[src/rtl/lzss_dec_expand_pkg.sv]
// Shared definitions for the LZSS expand stage.
// Provides default widths, the derived history depth and the FSM state encoding.
`timescale 1ns/1ps
package lzss_pkg;
  localparam int DATA_W     = 8;
  localparam int OFFSET_W   = 6;
  localparam int LENGTH_W   = 3;
  localparam int HIST_DEPTH = 1 << OFFSET_W;

  typedef enum logic {
    ST_IDLE = 1'b0,
    ST_COPY = 1'b1
  } state_t;
endpackage

[src/rtl/lzss_dec_expand_if.sv]
// Token-in / byte-out bundle of the LZSS expand stage.
// Handshake: a transfer happens on a rising clk edge where valid and ready are
// both high; the producer holds its payload stable while valid & ~ready.
//   token side : i_valid, ow_ready, i_last, i_flag, i_data_or_offset, i_length
//   byte side  : o_valid, i_ready, o_last, o_data
// slave  = the expand stage, master = its environment (token source / byte sink).
`timescale 1ns/1ps
interface lzss_dec_expand_if #(
  parameter int pDataWidth   = lzss_pkg::DATA_W,
  parameter int pLengthWidth = lzss_pkg::LENGTH_W
);
  logic                    i_valid;
  logic                    ow_ready;
  logic                    i_last;
  logic                    i_flag;
  logic [pDataWidth-1:0]   i_data_or_offset;
  logic [pLengthWidth-1:0] i_length;
  logic                    o_valid;
  logic                    i_ready;
  logic                    o_last;
  logic [pDataWidth-1:0]   o_data;

  modport slave (
    input  i_valid, i_last, i_flag, i_data_or_offset, i_length, i_ready,
    output ow_ready, o_valid, o_last, o_data
  );

  modport master (
    output i_valid, i_last, i_flag, i_data_or_offset, i_length, i_ready,
    input  ow_ready, o_valid, o_last, o_data
  );
endinterface

[src/rtl/lzss_dec_expand_history.sv]
// Sliding-window history for the LZSS expand stage.
// 2^pOffsetWidth x pDataWidth register file, cleared on reset.
//   clk, rst_x : clock, asynchronous active-low reset
//   we/waddr/wdata : synchronous write port
//   raddr/rdata    : asynchronous read port (sees a write from the previous edge)
`timescale 1ns/1ps
module lzss_dec_history #(
  parameter int pDataWidth   = lzss_pkg::DATA_W,
  parameter int pOffsetWidth = lzss_pkg::OFFSET_W
) (
  input  logic                    clk,
  input  logic                    rst_x,
  input  logic                    we,
  input  logic [pOffsetWidth-1:0] waddr,
  input  logic [pDataWidth-1:0]   wdata,
  input  logic [pOffsetWidth-1:0] raddr,
  output logic [pDataWidth-1:0]   rdata
);
  localparam int DEPTH = 1 << pOffsetWidth;

  logic [pDataWidth-1:0] mem [DEPTH];

  always_ff @(posedge clk or negedge rst_x) begin
    if (!rst_x) begin
      for (int i = 0; i < DEPTH; i++) mem[i] <= '0;
    end else if (we) begin
      mem[waddr] <= wdata;
    end
  end

  assign rdata = mem[raddr];
endmodule

[src/rtl/lzss_dec_expand.sv]
// LZSS expand stage: turns literal/match tokens into a byte stream, one byte
// per cycle, keeping a 2^pOffsetWidth-byte history for match copies.
//   clk, rst_x : clock, asynchronous active-low reset
//   io         : token input and byte output (lzss_dec_expand_if.slave)
//   dbg_state  : current FSM state
`timescale 1ns/1ps
module lzss_dec_expand
  import lzss_pkg::*;
#(
  parameter int pDataWidth   = DATA_W,
  parameter int pOffsetWidth = OFFSET_W,
  parameter int pLengthWidth = LENGTH_W
) (
  input  logic                clk,
  input  logic                rst_x,
  lzss_dec_expand_if.slave    io,
  output state_t              dbg_state
);
  localparam logic [pOffsetWidth-1:0] OFF_ONE = 1;
  localparam logic [pLengthWidth-1:0] LEN_ONE = 1;

  state_t                  state, state_nx;
  logic [pOffsetWidth-1:0] wp, src, match_src, rd_addr;
  logic [pLengthWidth-1:0] rem, len_eff, rem_init;
  logic                    last_pend;
  logic [pDataWidth-1:0]   rd_data, load_data, data_q;
  logic                    valid_q, last_q;
  logic                    out_ack, slot_free, in_ack, ready;
  logic                    load, load_last;

  assign out_ack   = valid_q & io.i_ready;
  assign slot_free = ~valid_q | out_ack;
  // No new token while a final byte is waiting: the stream end resets wp.
  assign ready     = (state == ST_IDLE) & slot_free & ~last_q;
  assign in_ack    = io.i_valid & ready;

  // Offset d points d+1 bytes back from the next write position.
  assign match_src = wp - io.i_data_or_offset[pOffsetWidth-1:0] - OFF_ONE;
  assign len_eff   = (io.i_length == '0) ? LEN_ONE : io.i_length;
  assign rem_init  = len_eff - LEN_ONE;
  assign rd_addr   = (state == ST_COPY) ? src : match_src;

  lzss_dec_history #(
    .pDataWidth  (pDataWidth),
    .pOffsetWidth(pOffsetWidth)
  ) u_hist (
    .clk  (clk),
    .rst_x(rst_x),
    .we   (load),
    .waddr(wp),
    .wdata(load_data),
    .raddr(rd_addr),
    .rdata(rd_data)
  );

  always_comb begin
    state_nx  = state;
    load      = 1'b0;
    load_data = rd_data;
    load_last = 1'b0;
    case (state)
      ST_IDLE: begin
        if (in_ack) begin
          load = 1'b1;
          if (io.i_flag) begin
            load_data = rd_data;
            load_last = io.i_last & (rem_init == '0);
            if (rem_init != '0) state_nx = ST_COPY;
          end else begin
            load_data = io.i_data_or_offset;
            load_last = io.i_last;
          end
        end
      end
      ST_COPY: begin
        if (slot_free) begin
          load      = 1'b1;
          load_last = last_pend & (rem == LEN_ONE);
          if (rem == LEN_ONE) state_nx = ST_IDLE;
        end
      end
      default: state_nx = ST_IDLE;
    endcase
  end

  always_ff @(posedge clk or negedge rst_x) begin
    if (!rst_x) begin
      state     <= ST_IDLE;
      wp        <= '0;
      src       <= '0;
      rem       <= '0;
      last_pend <= 1'b0;
      data_q    <= '0;
      valid_q   <= 1'b0;
      last_q    <= 1'b0;
    end else begin
      state <= state_nx;
      if (load) begin
        data_q  <= load_data;
        valid_q <= 1'b1;
        last_q  <= load_last;
        wp      <= wp + OFF_ONE;
      end else if (out_ack) begin
        valid_q <= 1'b0;
        last_q  <= 1'b0;
        // Each stream restarts the window position; contents stay.
        if (last_q) wp <= '0;
      end
      if (in_ack && io.i_flag) begin
        src       <= match_src + OFF_ONE;
        rem       <= rem_init;
        last_pend <= io.i_last;
      end else if (state == ST_COPY && slot_free) begin
        src <= src + OFF_ONE;
        rem <= rem - LEN_ONE;
      end
    end
  end

  assign io.ow_ready = ready;
  assign io.o_valid  = valid_q;
  assign io.o_last   = last_q;
  assign io.o_data   = data_q;
  assign dbg_state   = state;
endmodule

[src/flat_wrapper.sv]
// flat-port wrapper written by rule: the top's interface ports become plain ports
module lzss_dec_expand_flat import lzss_pkg::*;
#(
  parameter int pDataWidth   = DATA_W,
  parameter int pOffsetWidth = OFFSET_W,
  parameter int pLengthWidth = LENGTH_W
)
  (clk, rst_x, dbg_state, io_i_valid, io_i_last, io_i_flag, io_i_data_or_offset, io_i_length, io_i_ready, io_ow_ready, io_o_valid, io_o_last, io_o_data);
  lzss_dec_expand_if #(.pDataWidth(pDataWidth), .pLengthWidth(pLengthWidth)) io_i ();
  input  logic clk;
  input  logic rst_x;
  output state_t dbg_state;
  input wire logic [$bits(io_i.i_valid)-1:0] io_i_valid;
  input wire logic [$bits(io_i.i_last)-1:0] io_i_last;
  input wire logic [$bits(io_i.i_flag)-1:0] io_i_flag;
  input wire logic [$bits(io_i.i_data_or_offset)-1:0] io_i_data_or_offset;
  input wire logic [$bits(io_i.i_length)-1:0] io_i_length;
  input wire logic [$bits(io_i.i_ready)-1:0] io_i_ready;
  output wire logic [$bits(io_i.ow_ready)-1:0] io_ow_ready;
  output wire logic [$bits(io_i.o_valid)-1:0] io_o_valid;
  output wire logic [$bits(io_i.o_last)-1:0] io_o_last;
  output wire logic [$bits(io_i.o_data)-1:0] io_o_data;
  assign io_i.i_valid = io_i_valid;
  assign io_i.i_last = io_i_last;
  assign io_i.i_flag = io_i_flag;
  assign io_i.i_data_or_offset = io_i_data_or_offset;
  assign io_i.i_length = io_i_length;
  assign io_i.i_ready = io_i_ready;
  assign io_ow_ready = io_i.ow_ready;
  assign io_o_valid = io_i.o_valid;
  assign io_o_last = io_i.o_last;
  assign io_o_data = io_i.o_data;
  lzss_dec_expand #(.pDataWidth(pDataWidth), .pOffsetWidth(pOffsetWidth), .pLengthWidth(pLengthWidth)) u_core (.clk(clk), .rst_x(rst_x), .io(io_i), .dbg_state(dbg_state));
endmodule
[config.mk]
export PLATFORM = sky130hd
export DESIGN_NAME = lzss_dec_expand_flat
export DESIGN_NICKNAME = d
export VERILOG_FILES = /design/src/rtl/lzss_dec_expand_pkg.sv /design/src/rtl/lzss_dec_expand_if.sv /design/src/rtl/lzss_dec_expand_history.sv /design/src/rtl/lzss_dec_expand.sv /design/src/flat_wrapper.sv
export SDC_FILE = /design/constraint.sdc
export NUM_CORES = 1
export LEC_CHECK = 0
export ABC_AREA = 1
export ABC_CLOCK_PERIOD_IN_PS = 3600
export BUFFER_PORTS_ARGS = -buffer_cell sky130_fd_sc_hd__buf_4
export CORE_ASPECT_RATIO = 1.1
export CORE_MARGIN = 2
export CORE_UTILIZATION = 55
export DETAILED_ROUTE_END_ITERATION = 12
export GPL_ROUTABILITY_DRIVEN = 0
export PLACE_DENSITY = 0.71
export SLEW_MARGIN = 30
export SYNTH_ARGS = -nofsm -noshare
export SYNTH_HDL_FRONTEND = slang
export SYNTH_SLANG_ARGS = --single-unit
export TNS_END_PERCENT = 30
[constraint.sdc]
create_clock -name clk -period 3.6 [get_ports clk]
set_clock_uncertainty 0.05 [all_clocks]
set_input_delay 0.18 -clock clk [delete_from_list [all_inputs] [get_ports clk]]
set_output_delay 0.18 -clock clk [all_outputs]
set_load 0.005 [all_outputs]
# --- After elaboration in Yosys (flattened, before gate mapping) ---
# Cells that the tools add are included.
classes:
  muxes: 34
  add_sub_neg: 7
  reduce_logical: 10
  n_eq_ne: 1
  order_cmp: 3
  n_bitwise: 12
ops:
  columns: ["operator", "count"]
  rows:
  - ["512-bit bitwise mux", 1]
  - ["8-bit binary-select mux with 6-bit select", 1]
  - ["8-bit demux with 6-bit select", 1]
  - ["8-bit 2-to-1 mux", 6]
  - ["6-bit 2-to-1 mux", 6]
  - ["6-bit by 1-bit adder with 6-bit output, second input constant", 3]
  - ["7-bit >= comparator, second input constant", 2]
  - ["6-bit NOT with 7-bit output", 2]
  - ["1-bit 2-to-1 mux", 13]
  - ["3-bit 2-to-1 mux", 3]
  - ["7-bit by 1-bit less-than comparator with 1-bit output, second input constant", 1]
  - ["1-bit AND", 6]
  - ["3-bit logical NOT", 2]
  - ["1-bit case mux with 2 select lines", 3]
  - ["2-bit nonzero test", 3]
  - ["3-bit by 1-bit subtractor with 3-bit output, second input constant", 2]
  - ["6-bit by 1-bit subtractor with 6-bit output, second input constant", 1]
  - ["6-bit subtractor", 1]
  - ["3-bit by 1-bit == test with 1-bit output, second input constant", 1]
  - ["1-bit logical AND", 3]
  - ["1-bit NOT", 3]
  - ["3-bit nonzero test", 1]
  - ["2-bit AND reduction", 1]
  - ["1-bit bitwise OR", 1]
totals:
  out_inout_bits: 12
  wordCells: 139
  ff_bits: 539
  in_bits: 17

# --- Longest topological paths before layout ---
depth:
  ltp_word: 11
  mapped_depth: 21
  mapped_depth_nobuf: 18

# --- Modules after synthesis ---
# From an unflattened synthesis, not the netlist that was laid out.
unflattened:
  cells_unflattened: 3205
  hier_area_um2: 25281.7
modules_own_cells:
  columns: ["module", "seq_area_each_um2", "cells_per_inst", "n_inst", "area_per_inst_um2"]
  rows:
  - ["lzss_dec_history", 12812.3, 2954, 1, 23413.7]
  - ["lzss_dec_expand", 675.6, 251, 1, 1868.0]

# --- Worst setup path after synthesis ---
# Ideal clock, no wire load.
synth_timing:
  path_kind: "register to register"
  startpoint: "reg u_core.wp[0]"
  endpoint: "reg u_core.u_hist.mem[133] (netlist bit)"
  t_required_ns: 3.433
  path_buffers: 4
  setup_ns: 0.117
  period_less_slack_ns: 2.858
  slack_ns: 0.742
  arrival_ns: 2.690
  stages_incl_launch_ff: 18
  cell_sequence: "dfrtp_1 ha_1 inv_1 fa_1 o21ai_1 buf_2 clkbuf_1 nand3_1 nand3_1 nand3_1 nand3_1 nand3_1 nand3_1 nand2_1 buf_4 buf_4 nand2_1 nand2_1"
synth_between:
  elab_chain_cells: 11
  word_cells_on_any_way: 17
  cone_classes: "add/sub (2); order compare (2); mux (10); bitwise (2); reduce/logical (1)"
synth_rtl:
  columns: ["element", "line_no", "text"]
  rows:
  - ["from (decl)", "lzss_dec_expand.sv:23", "logic [pOffsetWidth-1:0] wp, src, match_src, rd_addr;"]
  - ["from (signal assigned)", "lzss_dec_expand.sv:102", "wp <= wp + OFF_ONE;"]
  - ["6-bit subtractor", "lzss_dec_expand.sv:38", "assign match_src = wp - io.i_data_or_offset[pOffsetWidth-1:0] - OFF_ONE;"]
  - ["6-bit by 1-bit subtractor with 6-bit output", "lzss_dec_expand.sv:38", null]
  - ["6-bit 2-to-1 mux", "lzss_dec_expand.sv:41", "assign rd_addr = (state == ST_COPY) ? src : match_src;"]
  - ["6-bit NOT with 7-bit output (implied by the code)", "lzss_dec_expand_history.sv:31", "assign rdata = mem[raddr];"]
  - ["8-bit binary-select mux with 6-bit select", "lzss_dec_expand_history.sv:31", null]
  - ["8-bit 2-to-1 mux (implied by the code) (2 in series)", "lzss_dec_expand_history.sv:31", null]
  - ["8-bit 2-to-1 mux", "lzss_dec_expand.sv:65", "if (io.i_flag) begin"]
  - ["8-bit 2-to-1 mux", "lzss_dec_expand.sv:63", "if (in_ack) begin"]
  - ["8-bit 2-to-1 mux", "lzss_dec_expand.sv:61", "case (state)"]
  - ["512-bit bitwise mux *", "lzss_dec_expand_history.sv:27", "mem[waddr] <= wdata;"]
  - ["to (signal, indexed assignment)", "lzss_dec_expand_history.sv:27", null]
  - ["to (decl)", "lzss_dec_expand_history.sv:21", "logic [pDataWidth-1:0] mem [DEPTH];"]
# Mark *: on every way between the ends. The rest lies on a longest branch, timed or not. The select of a mux whose other input is x is not followed.
# A chain may end at the register's enable or synchronous reset.

# --- Final worst setup path ---
layout_timing:
  startpoint: "reg u_core.wp[0]"
  endpoint: "reg u_core.u_hist.mem[404] (netlist bit)"
# The elaborated chain is that of the path after synthesis.

==> run metrics <==
Synth area leaders=dfrtp_1 (46%), nand2_1 (23%), nand3_1 (16%); Rel. slew slack=31.3%; Layout fillers=4731; Nets=4180; DP Area=0.0306 mm²; clock sinks=539; Peak VDD IR=0.00143 V; residual DRC count=0; area of the multi-input gates=0.0129 mm²; Yosys cell types=32; Mapped Area=0.0291 mm²; RSZ-0062 raised after global routing=yes; diode count=0; Synth top area share=46.3%; CTS HTree Levels=2; max-slew violation count=0; # setup viols final=0; Area Overhead vs Synth=12.8%; Ys Warns=0; first-pass GRT wire length=152 mm; initial antenna violation count=0; Max stage delay on crit path=460 ps; GRT Total Usage=35.2%; WL/cell=19.5 µm; Seq. cell area=0.0135 mm²; period utilisation layout=98.2%; antenna viol nets, final=0; mean area per synthesized cell=6.97 µm²; Pwr Total=34200 µW; Post-synth ARST share=100%; sequential area share after synthesis=46.3%; CP dominant cell by count=nand2_1; Placement Rows=88; Die Ht=245 µm; layout cells sized above 1=7.14%; status=completed; reg2reg start=u_core.wp[0]$_DFFE_PN0P_; worst-case clock buffer depth=3; CP Capture Type=register; WP data required=4110 ps; Post-synth EDFFs=0; Final min period=3540 ps; largest net degree at the start of global routing=82; Via Count=28000; crit path cell chain=ha_1 > inv_1 > fa_1 > o21ai_4 > buf_4 > buf_12 > nand3_1 > nand2_1 > nand2_1 > nand3_1 > nand3_1 > nand2_1 > nand2_1 > nand3_4 > buf_16 > nand3_1 > nand2_1; core area=0.0524 mm²; cts bufs inserted=57; Yosys top cell by area=dfrtp_1; leak pwr=0.0177 µW; Startpoint Class=register; Hold Crit Class=input pin to asynchronous set/reset pin; Critical Path Fanout Max=53; CTS Root Cell=clkbuf_16; Final Hold Viols=0; R2R depth=17; CTS tree=yes; Initial Util=55.6%; 1st-pass router iterations=6; critical path arrival=4050 ps; Clock Latency Late Sink=640 ps; die area=0.0548 mm²; Die X=223 µm; reg2reg end=u_core.u_hist.mem[404]$_DFFE_PN0P_; most common cell in the synthesized netlist=nand2_1; GRT overflow=0; max-cap viol count=0; clock slew seen by the registers of the worst setup and hold paths=60 ps; DR vias/cell=5.74; Worst Max-Slew Pin Slew=1030 ps; Net Count, Synth=4208; P per Cell Area=1040 mW/mm²; Fmax=283 MHz; critical path type=register to register; Synth top cells by count=nand2_1 (1752), nand3_1 (947), dfrtp_1 (539); FF+latch count, synth=539; Port Buf Inserts=28; vias in the first global route=27100; reg2reg setup slack=60 ps; final instance area=0.0328 mm²; drt initial violations=3507; io pins=29; Syn Inst Count=4179; top_reg_cell synth=dfrtp_1; DPL Wire Length=57.7 mm; slowest CP cell=fa_1; WL final=95.0 mm
==> sequential cells by signal, indices dropped and copies added, names as in the netlist <==
register / count
u_core.dbg_state: 1
u_core.u_hist.mem: 512
u_core.src: 6
u_core.rem: 3
u_core.io.o_data: 8
u_core.io.o_last: 1
u_core.io.o_valid: 1
u_core.wp: 6
u_core.last_pend: 1
==> how the worst max path moves through the flow <==
stage | slack (ps) | from | end | cells after the start
2_1_floorplan | 740 | u_core.wp[0]$_DFFE_PN0P_ | u_core.u_hist.mem[133]$_DFFE_PN0P_ | 17
3_5_place_dp | 90 | io_i_data_or_offset[0] | u_core.u_hist.mem[315]$_DFFE_PN0P_ | 20
5_1_grt | -40 | u_core.wp[0]$_DFFE_PN0P_ | u_core.u_hist.mem[227]$_DFFE_PN0P_ | 18
3_3_place_gp | 120 | io_i_data_or_offset[0] | u_core.u_hist.mem[323]$_DFFE_PN0P_ | 20
4_1_cts | 130 | u_core.wp[0]$_DFFE_PN0P_ | u_core.u_hist.mem[315]$_DFFE_PN0P_ | 18
6_report | 60 | u_core.wp[0]$_DFFE_PN0P_ | u_core.u_hist.mem[404]$_DFFE_PN0P_ | 17
==> worst max-delay path, delay by kind of cell, from the launching register on <==
| family | cells | cell delay [ps] |
|---|---|---|
| buffers and inverters | 4 | 770 |
| AND/OR/NAND/NOR | 10 | 1200 |
| flip-flops | 1 | 390 |
| adder cells (fa/ha/maj) | 2 | 670 |
| AO/OA/AOI/OAI | 1 | 320 |
==> placed cells by master, fill, tap and decap left out, types with 2 or more instances in the layout <==
cell type / Yosys / routed
dfrtp_1: 539 / 539
nand2_8: 0 / 5
clkbuf_1: 44 / 11
buf_4: 47 / 83
nand2_4: 0 / 5
clkbuf_8: 0 / 17
xnor2_1: 3 / 3
nand3_1: 947 / 940
nor2_1: 84 / 80
inv_2: 21 / 21
nand3b_1: 40 / 40
nor3_1: 6 / 6
o21ai_4: 0 / 2
nand2_1: 1752 / 1743
o21ai_0: 15 / 15
or2_4: 0 / 2
ha_1: 11 / 11
inv_6: 0 / 2
clkbuf_16: 0 / 57
nand2_2: 5 / 4
inv_1: 463 / 462
a21oi_1: 11 / 11
o21ai_1: 11 / 10
nand3_4: 0 / 7
clkinv_1: 4 / 4
nor2_2: 5 / 9
xor2_1: 4 / 4
buf_12: 0 / 49
clkinv_2: 0 / 9
a31oi_1: 2 / 2
nand4_1: 5 / 5
bufinv_16: 0 / 9
nor3_2: 12 / 12
dlygate4sd3_1: 0 / 9
==> timing repair <==
action,CTS,global route
endpoints found under the hold margin,72,0
gates resized for setup,0,6
hold buffers,9,0
buffers inserted,0,2
setup endpoints to repair,0,69
==> metrics by stage <==
stage / setup TNS [ps] / setup slack, ps / std cells / utilization (%) / hold slack, ps
3_5_place_dp: 0 / 89.4 / 4755 / 58.4 / 172
4_1_cts: 0 / 126 / 4871 / 62.5 / 52.0
6_report: 0 / 63.9 / 4874 / 62.7 / 64.4
5_1_grt: -195 / -43.9 / 4874 / 62.7 / 118
2_1_floorplan: 0 / 742 / 4179 / - / -166
3_3_place_gp: 0 / 120 / 4754 / 58.4 / 173
==> power by group <==
group          total (µW)  internal [µW]  switching, µW
clock network        6500           3910           2600
logic               20100           6070          14100
registers            7590           7020            571
==> per-layer routing <==
| metal | track usage, % | wire length (µm) |
|---|---|---|
| met1 | 47.2 | 38200 |
| met2 | 56.9 | 44300 |
| met3 | 5.54 | 8560 |
| met4 | 15.2 | 3900 |
| met5 | 0 | 0 |
==> layout make-up <==
| type | count | share of cell area (%) |
|---|---|---|
| Timing Repair Buffer | 143 | 5.29 |
| Clock buffer | 85 | 5.18 |
| Sequential cell | 539 | 41.1 |
| Clock inverter | 22 | 1.07 |
| Multi-Input combinational cell | 2922 | 39.2 |
| Inverter | 488 | 5.58 |
| Tap cell | 675 | 2.57 |
==> cell families after synthesis <==
| kind of cell | synth area share [%] |
|---|---|
| AO/OA/AOI/OAI | 0.756 |
| XOR/XNOR | 0.210 |
| adder cells (fa/ha/maj) | 0.541 |
| buffers and inverters | 10.3 |
| flip-flops | 46.3 |
| AND/OR/NAND/NOR | 41.9 |
No activity file was read; power rests on OpenSTA's default activity.
